**src/rtl/down_counter_timer_pkg.sv**
```systemverilog
// Shared encodings and defaults for the loadable down counter timer.
// The optional prescaler is enabled by DOWN_COUNTER_TIMER_PRESCALE_EN.
package down_counter_timer_pkg;

  localparam int unsigned DEFAULT_SIZE     = 8;
  localparam int unsigned DEFAULT_PRESCALE = 4;
  localparam string       PRESCALE_MACRO   = "DOWN_COUNTER_TIMER_PRESCALE_EN";

  typedef enum logic [1:0] {
    ST_IDLE  = 2'd0,
    ST_RUN   = 2'd1,
    ST_PAUSE = 2'd2
  } state_e;

endpackage

```
**src/rtl/tick_prescaler.sv**
```systemverilog
// Divides clk into one count-enable pulse every PRESCALE cycles while enabled.
module tick_prescaler
  import down_counter_timer_pkg::*;
#(
  parameter int unsigned PRESCALE = DEFAULT_PRESCALE
) (
  input  logic clk,
  input  logic rst_n,
  input  logic clear,
  input  logic enable,
  output logic tick_out
);

  localparam int unsigned CW = (PRESCALE > 1) ? $clog2(PRESCALE) : 1;

  logic [CW-1:0] cnt;

  // Pulse on the last phase so the first pulse lands PRESCALE cycles after enable.
  assign tick_out = enable && (cnt == CW'(PRESCALE - 1));

  always_ff @(posedge clk or negedge rst_n) begin
    if (!rst_n) begin
      cnt <= '0;
    end else if (clear) begin
      cnt <= '0;
    end else if (enable) begin
      if (tick_out) cnt <= '0;
      else          cnt <= cnt + CW'(1);
    end
  end

endmodule

```
**src/rtl/down_counter_timer.sv**
```systemverilog
// Loadable down counter with done pulse at terminal count and optional auto-reload.
// Define DOWN_COUNTER_TIMER_PRESCALE_EN to count internal prescaler pulses instead of tick.
module down_counter_timer
  import down_counter_timer_pkg::*;
#(
  parameter int unsigned SIZE = DEFAULT_SIZE
`ifdef DOWN_COUNTER_TIMER_PRESCALE_EN
  ,
  parameter int unsigned PRESCALE = DEFAULT_PRESCALE
`endif
) (
  input  logic            clk,
  input  logic            rst_n,
  input  logic            load,
  input  logic [SIZE-1:0] load_value,
  input  logic            start,
  input  logic            stop,
  input  logic            auto_reload,
  input  logic            tick,
  output logic [SIZE-1:0] value,
  output logic            busy,
  output logic            done
);

  state_e          state;
  logic [SIZE-1:0] reload;
  logic            cnt_en_c;
  logic            start_idle_c;
  logic            terminal_c;

  // Start from IDLE only when there is something to count.
  assign start_idle_c = (state == ST_IDLE) && !load && start &&
                        ((value != '0) || (reload != '0));
  assign terminal_c   = (state == ST_RUN) && !load && !stop && cnt_en_c &&
                        (value == SIZE'(1));

`ifdef DOWN_COUNTER_TIMER_PRESCALE_EN
  logic unused_tick;
  assign unused_tick = tick;

  tick_prescaler #(
    .PRESCALE (PRESCALE)
  ) u_prescaler (
    .clk      (clk),
    .rst_n    (rst_n),
    .clear    (load || start_idle_c || terminal_c),
    .enable   (state == ST_RUN),
    .tick_out (cnt_en_c)
  );
`else
  assign cnt_en_c = tick;
`endif

  // Control FSM; priority is load > stop > start > count enable.
  always_ff @(posedge clk or negedge rst_n) begin
    if (!rst_n) begin
      state  <= ST_IDLE;
      value  <= '0;
      reload <= '0;
      busy   <= 1'b0;
      done   <= 1'b0;
    end else begin
      done <= 1'b0;
      if (load) begin
        value  <= load_value;
        reload <= load_value;
        state  <= ST_IDLE;
        busy   <= 1'b0;
      end else begin
        case (state)
          ST_IDLE: begin
            if (start_idle_c) begin
              state <= ST_RUN;
              busy  <= 1'b1;
              if (value == '0) value <= reload;
            end
          end
          ST_PAUSE: begin
            if (start) begin
              state <= ST_RUN;
              busy  <= 1'b1;
            end
          end
          ST_RUN: begin
            if (stop) begin
              state <= ST_PAUSE;
              busy  <= 1'b0;
            end else if (terminal_c) begin
              done <= 1'b1;
              if (auto_reload && (reload != '0)) begin
                value <= reload;
              end else begin
                value <= '0;
                state <= ST_IDLE;
                busy  <= 1'b0;
              end
            end else if (cnt_en_c && (value > SIZE'(1))) begin
              value <= value - SIZE'(1);
            end
          end
          default: begin
            state <= ST_IDLE;
            busy  <= 1'b0;
          end
        endcase
      end
    end
  end

endmodule
```
**config.mk**
```make
export PLATFORM = sky130hd
export DESIGN_NAME = down_counter_timer
export DESIGN_NICKNAME = d
export VERILOG_FILES = /design/src/rtl/down_counter_timer_pkg.sv /design/src/rtl/tick_prescaler.sv /design/src/rtl/down_counter_timer.sv
export SDC_FILE = /design/constraint.sdc
export NUM_CORES = 1
export LEC_CHECK = 0
export CELL_PAD_IN_SITES_DETAIL_PLACEMENT = 1
export CELL_PAD_IN_SITES_GLOBAL_PLACEMENT = 1
export CORE_MARGIN = 2
export CORE_UTILIZATION = 29
export DETAILED_ROUTE_END_ITERATION = 12
export GPL_TIMING_DRIVEN = 0
export HOLD_SLACK_MARGIN = 0.12
export PLACE_DENSITY = 0.63
export RECOVER_POWER = 25
export SKIP_LAST_GASP = 1
export SLEW_MARGIN = 20
export SYNTH_ARGS = -nofsm -noshare
export SYNTH_HDL_FRONTEND = slang
export SYNTH_SLANG_ARGS = --single-unit
```
**constraint.sdc**
```tcl
create_clock -name clk -period 2.1 [get_ports clk]
set_clock_uncertainty 0.15 [all_clocks]
set_input_delay 0.42 -clock clk [delete_from_list [all_inputs] [get_ports clk]]
set_output_delay 0.42 -clock clk [all_outputs]
set_load 0.05 [all_outputs]
```
; ---- Word-level counts from Yosys, hierarchy flattened
; Index checks and enable logic that the tools add are counted.
[word_totals]
register_bits = 20
in_bits = 15
out_inout_bits = 10
elab_cells = 62
[op_classes]
n_addsub = 1
n_lt_le_gt_ge = 1
n_eq_ne = 10
muxes = 26
n_reduce_logical = 19
[op_table]
columns = op, count
row1 = $mux W8, 7
row2 = $pmux W8 S2, 1
row3 = $reduce_bool A8 Y1, 2
row4 = $mux W2, 6
row5 = $mux W1, 10
row6 = $logic_and A1 B1 Y1, 9
row7 = $ne A3 B3 Y1 const B, 3
row8 = $eq A8 B1 Y1 const B, 1
row9 = $gt A8 B1 Y1 const B, 1
row10 = $logic_not A8 Y1, 1
row11 = $ne A4 B4 Y1 const B, 2
row12 = $sub A8 B1 Y8 const B, 1
row13 = $pmux W2 S3, 1
row14 = $reduce_and A5 Y1, 1
row15 = $ne A4 B3 Y1 const B, 1
row16 = $reduce_and A4 Y1, 1
row17 = $ne A3 B2 Y1 const B, 1
row18 = $pmux W1 S3, 1
row19 = $reduce_bool A3 Y1, 1
row20 = $eq A2 B1 Y1 const B, 1
row21 = $eq A2 B2 Y1 const B, 1
row22 = $logic_not A1 Y1, 2
row23 = $logic_not A2 Y1, 1
row24 = $logic_or A1 B1 Y1, 1

; ---- Depth between registers and ports, before layout
; Gate-level depths: netlist of run 1.
[depth]
word_depth = 9
ltp_mapped = 7
ltp_nobuf = 7

; ---- Worst setup path after synthesis of run 1
; OpenSTA, ideal clock, no wires.
[synth_path]
kind = register to register
startpoint = reg value[1]
endpoint = reg value[3]
setup_time_ps = 129
arrival_time_ps = 2167
t_required_ps = 1821
setup_slack_ps = -346
path_stages_with_launch = 8
path_buffers = 0
synth_period_minus_slack_ps = 2446
cell_sequence = dfrtp_1 inv_1 ha_1 or4bb_1 o31ai_4 nor2_1 a221oi_1 o21ai_1
[synth_via]
elab_chain_cells = 6
word_cells_on_any_way = 18
classes_between = 1 x add/sub / 1 x order compare / 4 x eq/ne / 5 x mux / 7 x reduce/logical
[synth_rtl]
columns = item, line
row1 = from (decl), down_counter_timer.sv:20  ; output logic [SIZE-1:0] value,
row2 = from (signal assigned), down_counter_timer.sv:65  ; value <= load_value;
row3 = from (signal assigned), down_counter_timer.sv:75  ; if (value == '0) value <= reload;
row4 = from (signal assigned), down_counter_timer.sv:91  ; value <= reload;
row5 = $sub A8 B1 Y8 or $eq A8 B1 Y1 (tied branches), "down_counter_timer.sv:98, down_counter_timer.sv:35"
row6 = $mux W8 or $logic_and A1 B1 Y1 (tied branches), "down_counter_timer.sv:97, down_counter_timer.sv:34"
row7 = $mux W8, down_counter_timer.sv:88  ; end else if (terminal_c) begin
row8 = $mux W8, down_counter_timer.sv:85  ; if (stop) begin
row9 = $pmux W8 S2, down_counter_timer.sv:70  ; case (state)
row10 = $mux W8, down_counter_timer.sv:64  ; if (load) begin
; Several ways; a longest one is shown, not always the timed one. The select of a mux whose other input is x is not followed.
; A chain may end at the register's enable or synchronous reset.

; ---- Final worst setup path of run 1
[layout_path]
startpoint = reg value[1]
endpoint = reg value[5]
; The elaborated chain is that of the path after synthesis.

==> results of run 1 <==
## power breakdown
group / internal (mW) / switching [mW] / leakage [nW]
logic: 0.251 / 0.354 / 0.529
registers: 0.420 / 0.0756 / 0.225
clock network: 0.135 / 0.133 / 0.0228
## state kept, by name, indices dropped and copies added (netlist names)
| register | count |
|---|---|
| value | 8 |
| reload | 8 |
| state | 2 |
| done | 1 |
## metal layers
metal	track usage, %	vias up	routed length [um]	part of all wire [%]
met5	0	-	0	0
met4	3.77	0	51	1.2
li1	-	606	-	-
met2	28.8	18	2140	50
met3	2.22	8	120	2.8
met1	25.2	645	1990	46
## synthesized netlist by cell type, types with 2 or more instances
cell type  instances  area share, %
o21ai_0            9            3.4
a211oi_1           2            1.1
dfrtp_1           19             36
o21ai_1            4            1.5
a221oi_1           2            1.3
mux2i_1            3            2.2
nor4_1             2           0.93
a41oi_1            2            1.3
inv_1              6            1.7
and3_1             2           0.93
buf_6              2            1.7
or4_1              3            1.7
nor2_1            15            4.2
o31ai_1            4            2.2
nand2_1           11            3.1
mux2_2             4            3.4
nand4_1            2           0.93
or2_2              2           0.93
nor3_1             3            1.1
o31ai_4            2            3.2
nor3b_1            3            1.7
ha_1               3            2.8
nand2b_1           3            1.4
## logic make-up after synthesis
kind of cell               Yosys count  synth area share (%)
adders and majority gates            3                  2.80
xor gates and xnor gates             2                  1.31
muxes                                8                  6.45
buffers and inverters               10                  4.21
DFF                                 19                  35.5
and+or+nand+nor                     58                  25.1
AOI/OAI and AO/OA                   37                  24.6
## what timing repair did
action | CTS | global route
hold endpoints to repair | 0 | 0
resized for setup | 10 | 11
pin swaps | 7 | 11
setup buffers | 8 | 7
endpoints found under the setup margin | 16 | 11
## through the flow
| step | hold WS (ns) | utilization, % |
|---|---|---|
| 2_1_floorplan | -0.0256 | - |
| 3_3_place_gp | 0.371 | 37.9 |
| 3_5_place_dp | 0.374 | 37.9 |
| 4_1_cts | 0.412 | 40.5 |
| 5_1_grt | 0.441 | 42.2 |
| 6_report | 0.407 | 42.2 |
## worst register-to-register path, delay by kind of cell (launching register included)
family	cells	cell delay, ns
mux	1	0.27
flops	1	0.43
compound gates	2	0.39
simple gates	1	0.53
fa+ha+maj	1	0.12
buf+inv	2	0.27
## final timing paths
kind / depth (start not counted) / to
worst max-delay path: 7 / value[5]$_DFFE_PN0P_
worst min-delay path: 1 / reload[4]$_DFFE_PN0P_
worst max register to register: 7 / value[5]$_DFFE_PN0P_
worst min register to register: 1 / reload[4]$_DFFE_PN0P_
max in group asynchronous: 1 / state[0]$_DFFE_PN0P_
min in group asynchronous: 1 / value[4]$_DFFE_PN0P_
## layout make-up
class                           count  area share, %
Buffer                              3           1.08
Tap cell                           52           3.49
Timing Repair Buffer               39           19.0
Multi-Input combinational cell    108           46.8
Inverter                            6           1.21
Clock buffer                        4           2.42
Sequential cell                    19           26.0
==> flow_summary_export.csv, run 1 <==
group,metric,value,unit
outcome,outcome,"finished with violations",
outcome,violations,"setup timing",
setup_path,start_kind,"register",
global_routing,grt_pass1_vias,1363,
routing,wl,4.30,mm
synthesis,synth_seq_area_share,35.5,%
synthesis,syn_area,1340,sq um
power,ir_worst_vdd,0.000248,V
setup_path,crit_type,"register to register",
floorplan,die_y,71.9,um
power,p_per_area,736,nW/um^2
min_path,hold_class,"register to register",
synthesis,yosysWarnings,0,
routing,drt-initial-drc-count,55,
sta,period_minus_slack,2.27,ns
sta,final_max_slew_viol_count,0,
sta,period_share,108,%
synthesis,avgSynthCellArea,9.77,sq um
synthesis,syn_inst,137,
global_routing,grt_overflow_total,0,
sta,relSlewSlack,38.1,%
floorplan,fp.dieArea,5180,sq um
routing,ant_nets,0,
setup_path,r2r_slack,-0.17,ns
floorplan,initial_utilization,30.3,%
setup_path,path_cells,"inv_2, ha_4, or4bb_4, o31ai_4, buf_4, o31ai_4, mux2_4",
cells_and_area,layout_commonest_cell,"nor2_1",
synthesis,synth.distinct_cells,52,
placement,place_inst,213,
floorplan,io_pins,25,
sta,hold_viol_final,0,
sta,worst_slew_pin_slew,0.926,ns
synthesis,ys_ff_latch,19,
cts,cts.sinks,19,
global_routing,track_usage,17.7,%
routing,drc,0,
setup_path,endpoint_kind,"register",
floorplan,rows,24,
setup_path,crit_required,2.10,ns
cells_and_area,final_area,1860,sq um
cts,clk_latency,0.26,ns
synthesis,syn-num-nets,155,
sta,finalSetupTns,-0.752,ns
floorplan,core_area,4410,sq um
cts,root_buffer,"clkbuf_8",
floorplan,dieWidth,71.9,um
global_routing,antenna_found_initial,0,
cts,ctsHoldBuffers,0,
cells_and_area,fillers,504,
setup_path,r2r-start,"value[1]$_DFFE_PN0P_",
cells_and_area,area_growth,39.1,%
global_routing,grt_max_degree,20,
job,drv_cap,0,
cells_and_area,nNetsFinal,198,
placement,io_buffers,24,
min_path,min-delay-start,"reload[4]$_DFFE_PN0P_",
cts,cts_buffers,3,
placement,gp_congestion,0.780,
setup_path,crit_top_cell,"o31ai_4",
setup_path,cp_slowest_cell,"or4bb_4",
setup_path,path_buf_inv,2,
setup_path,crit_family,"simple AND/OR/NAND/NOR gates",
sta,setup_viol,8,
placement,dp_slack,-0.595,ns
global_routing,grt_pass1_wl,7.02,mm
setup_path,cp-startpoint,"value[1]$_DFFE_PN0P_",
routing,drt_pass1_iterations,4,
synthesis,synthFlopType,"dfrtp_1",
cells_and_area,final_cell_mix,"15 x nor2_1, 14 x buf_4, 13 x clkdlybuf4s50_1",
sta,setup_ws,-0.168,ns
cts,htree_levels,1,
routing,post_drt_via_cell_ratio,5.53,
placement,hpwl,3.17,mm
cts,cts_tree,"built",
setup_path,crit_arrival,2.27,ns
power,total_power,1.37,mW
sta,rsz0062_at_grt,"true",
sta,max_freq,441,MHz
cts,clk_pin_slew,0.08,ns
cells_and_area,multi_input_area,871,sq um
cells_and_area,regArea,484,sq um
cells_and_area,diodes,0,
cells_and_area,final_cells,231,
routing,vias,1277,
synthesis,synth_edf_count,0,
placement,place_area,1670,sq um
routing,wl_per_cell,18.6,um
cells_and_area,drive_gt1_share,33.0,%
synthesis,async_flop_share,100,%
power,leakage,0.777,nW
cts,clockBufferDepth,2,
setup_path,critical_path.max_stage_delay,0.53,ns
setup_path,critPathMaxFanout,5,
Power figures use the tool's default switching activity.
==> run 2, diff against run 1 <==
--- a/config.mk
+++ b/config.mk
@@ -5,14 +5,15 @@
 export SDC_FILE = /design/constraint.sdc
 export NUM_CORES = 1
 export LEC_CHECK = 0
-export CELL_PAD_IN_SITES_DETAIL_PLACEMENT = 1
-export CELL_PAD_IN_SITES_GLOBAL_PLACEMENT = 1
+export ABC_AREA = 1
+export CELL_PAD_IN_SITES_DETAIL_PLACEMENT = 2
+export CELL_PAD_IN_SITES_GLOBAL_PLACEMENT = 2
 export CORE_MARGIN = 2
-export CORE_UTILIZATION = 29
+export CORE_UTILIZATION = 25
 export DETAILED_ROUTE_END_ITERATION = 12
 export GPL_TIMING_DRIVEN = 0
 export HOLD_SLACK_MARGIN = 0.12
-export PLACE_DENSITY = 0.63
+export PLACE_DENSITY = 0.74
 export RECOVER_POWER = 25
 export SKIP_LAST_GASP = 1
 export SLEW_MARGIN = 20
==> flow_summary_export.csv, run 2 <==
group,metric,value,unit
synthesis,syn-num-nets,210,
setup_path,crit_type,"register to output port",
setup_path,r2r-start,"value[0]$_DFFE_PN0P_",
power,combPwrFrac,43.4,%
floorplan,die_y,76.9,um
setup_path,cp.depth,1,
cts,cts.sinks,19,
setup_path,endpoint_kind,"output port",
synthesis,ys_top_cells_by_count,"65 x nand2_1, 26 x nor2_1, 21 x inv_1, 19 x dfrtp_1, 16 x nand3_1",
min_path,hold_class,"register to register",
setup_path,r2r_slack,0.25,ns
routing,wl,4.00,mm
floorplan,rows,26,
sta,setup_viol,0,
sta,worst_slew_pin_slew,0.950,ns
placement,io_buffers,24,
setup_path,path_cells,"clkdlybuf4s50_1",
cts,root_buffer,"clkbuf_8",
sta,max_freq,512,MHz
cells_and_area,nNetsFinal,239,
placement,place_area,1660,sq um
synthesis,synthFlopType,"dfrtp_1",
setup_path,r2r-end,"value[2]$_DFFE_PN0P_",
setup_path,critPathMaxFanout,1,
cells_and_area,area_growth,28.1,%
floorplan,io_pins,25,
cells_and_area,final_cell_mix,"65 x nand2_1, 25 x nor2_1, 21 x inv_1",
setup_path,cp-startpoint,"done$_DFF_PN0_",
global_routing,grt_pass1_wl,7.07,mm
cts,cts_tree,"built",
routing,vias,1280,
synthesis,synth_seq_area_share,35.7,%
placement,gp_congestion,0.738,
floorplan,fp.dieArea,5920,sq um
setup_path,crit_arrival,1.38,ns
sta,period_minus_slack,1.95,ns
power,leakage,0.916,nW
power,p_sw_share,45.6,%
global_routing,grt_pass1_vias,1410,
cts,post_cts_resized,7,
cts,htree_levels,1,
synthesis,synth_edf_count,0,
synthesis,synth_top_area_cell,"dfrtp_1",
setup_path,cp_slowest_cell,"clkdlybuf4s50_1",
setup_path,rr_worst_depth,11,
floorplan,core_area,5110,sq um
synthesis,yosysWarnings,0,
floorplan,dieWidth,76.9,um
routing,ant_nets,0,
global_routing,antenna_found_initial,0,
cells_and_area,reg.largest.list,"reload x8, value x8, state x2",
global_routing,grt_overflow_total,0,
power,pwr-share-clk,20.0,%
outcome,outcome,"finished clean",
floorplan,initial_utilization,26.0,%
cells_and_area,regArea,475,sq um
cells_and_area,multi_input_area,748,sq um
power,power_switching,0.616,mW
cts,clk_pin_slew,0.08,ns
cells_and_area,drive_gt1_share,11.8,%
power,ir_worst_vdd,0.000192,V
global_routing,track_usage,14.9,%
cts,clk_latency,0.26,ns
sta,hold_viol_final,0,
routing,wl_per_cell,13.8,um
setup_path,crit_family,"buffers and inverters",
power,pwr-share-seq,36.6,%
synthesis,post-synth-top-count-cell,"nand2_1",
routing,drt-initial-drc-count,36,
placement,hpwl,3.28,mm
sta,rsz0062_at_grt,"false",
cts,ctsHoldBuffers,0,
cells_and_area,fillers,631,
global_routing,grt_max_degree,20,
power,internal_power,0.735,mW
power,p_per_area,793,nW/um^2
synthesis,synth_area_leaders,"dfrtp_1 36%, nand2_1 18%, nor2_1 7.3%",
synthesis,avgSynthCellArea,6.93,sq um
cells_and_area,diodes,0,
routing,post_drt_via_cell_ratio,4.41,
sta,relSlewSlack,36.4,%
setup_path,start_kind,"register",
setup_path,crit_required,1.53,ns
cells_and_area,layout_commonest_cell,"nand2_1",
synthesis,syn_area,1330,sq um
synthesis,syn_inst,192,
cts,clockBufferDepth,2,
synthesis,synth.distinct_cells,27,
routing,drt_pass1_iterations,4,
synthesis,async_flop_share,100,%
sta,period_share,92.9,%
cts,postCtsSetupRepairBufs,0,
sta,final_max_slew_viol_count,0,
cts,cts_buffers,3,
cells_and_area,final_area,1700,sq um
synthesis,synth_top_area_share,35.7,%
power,total_power,1.35,mW
setup_path,critical_path.max_stage_delay,0.79,ns
job,drv_cap,0,
setup_path,crit_end,"done",
setup_path,path_buf_inv,1,
routing,drc,0,
synthesis,ys_ff_latch,19,
run 2: area by class of cell:
type	count	share of cell area, %
Tap cell	70	5.14
Timing Repair Buffer	24	13.9
Inverter	25	5.65
Multi-Input combinational cell	145	43.9
Sequential cell	19	27.9
Clock buffer	3	2.42
Clock inverter	1	0.294
Buffer	3	0.808
run 2: layer usage:
layer  track usage [%]  share of wire [%]  vias up
met5                 0                  0        -
met4              4.36               0.85        0
met3              1.76                1.7        2
met2              23.9                 46       14
met1              21.1                 51      609
li1                  -                  -      655
run 2: kinds of logic (layout without fill, tap and decap cells):
logic type	after synthesis	after routing	share of synthesized area (%)
simple gates	125	125	45.6
fa+ha+maj	3	3	2.82
buf+inv	28	56	8.18
compound gates	16	16	6.96
flops	19	19	35.7
xor+xnor	1	1	0.659
run 2: power groups by stage:
stage	Clock [mW]	Sequential [mW]	Combinational, mW
2_1_floorplan	0	0.617	0.292
5_1_grt	0.299	0.507	0.658
4_1_cts	0.283	0.495	0.600
3_5_place_dp	0	0.504	0.618
3_3_place_gp	0	0.497	0.608
6_report	0.270	0.495	0.586
run 2: worst min-delay path by stage:
| stage | start | depth (start not counted) | endpoint |
|---|---|---|---|
| after floorplan | rst_n | 0 | done$_DFF_PN0_ |
| after global placement | reload[4]$_DFFE_PN0P_ | 2 | reload[4]$_DFFE_PN0P_ |
| after detailed placement | reload[4]$_DFFE_PN0P_ | 2 | reload[4]$_DFFE_PN0P_ |
| after CTS | reload[4]$_DFFE_PN0P_ | 2 | reload[4]$_DFFE_PN0P_ |
| after global routing | reload[4]$_DFFE_PN0P_ | 2 | reload[4]$_DFFE_PN0P_ |
| final | reload[4]$_DFFE_PN0P_ | 2 | reload[4]$_DFFE_PN0P_ |
run 2: through the flow:
step	std cells	setup WS, ns	utilization [%]	hold WS, ns	TNS, ns
after global routing	290	0.0378	33.4	0.420	0
after floorplan	192	0.168	-	-0.0256	0
final	290	0.149	33.4	0.376	0
after global placement	286	-0.191	32.5	0.346	-1.22
after CTS	290	0.0147	33.2	0.379	0
after detailed placement	286	-0.206	32.5	0.360	-1.58
run 2: worst min-delay path, cell delays in order, from the launching register on:
cell	delay (ns)
dfrtp_1	0.37
nand2_1	0.07
nand2_1	0.06
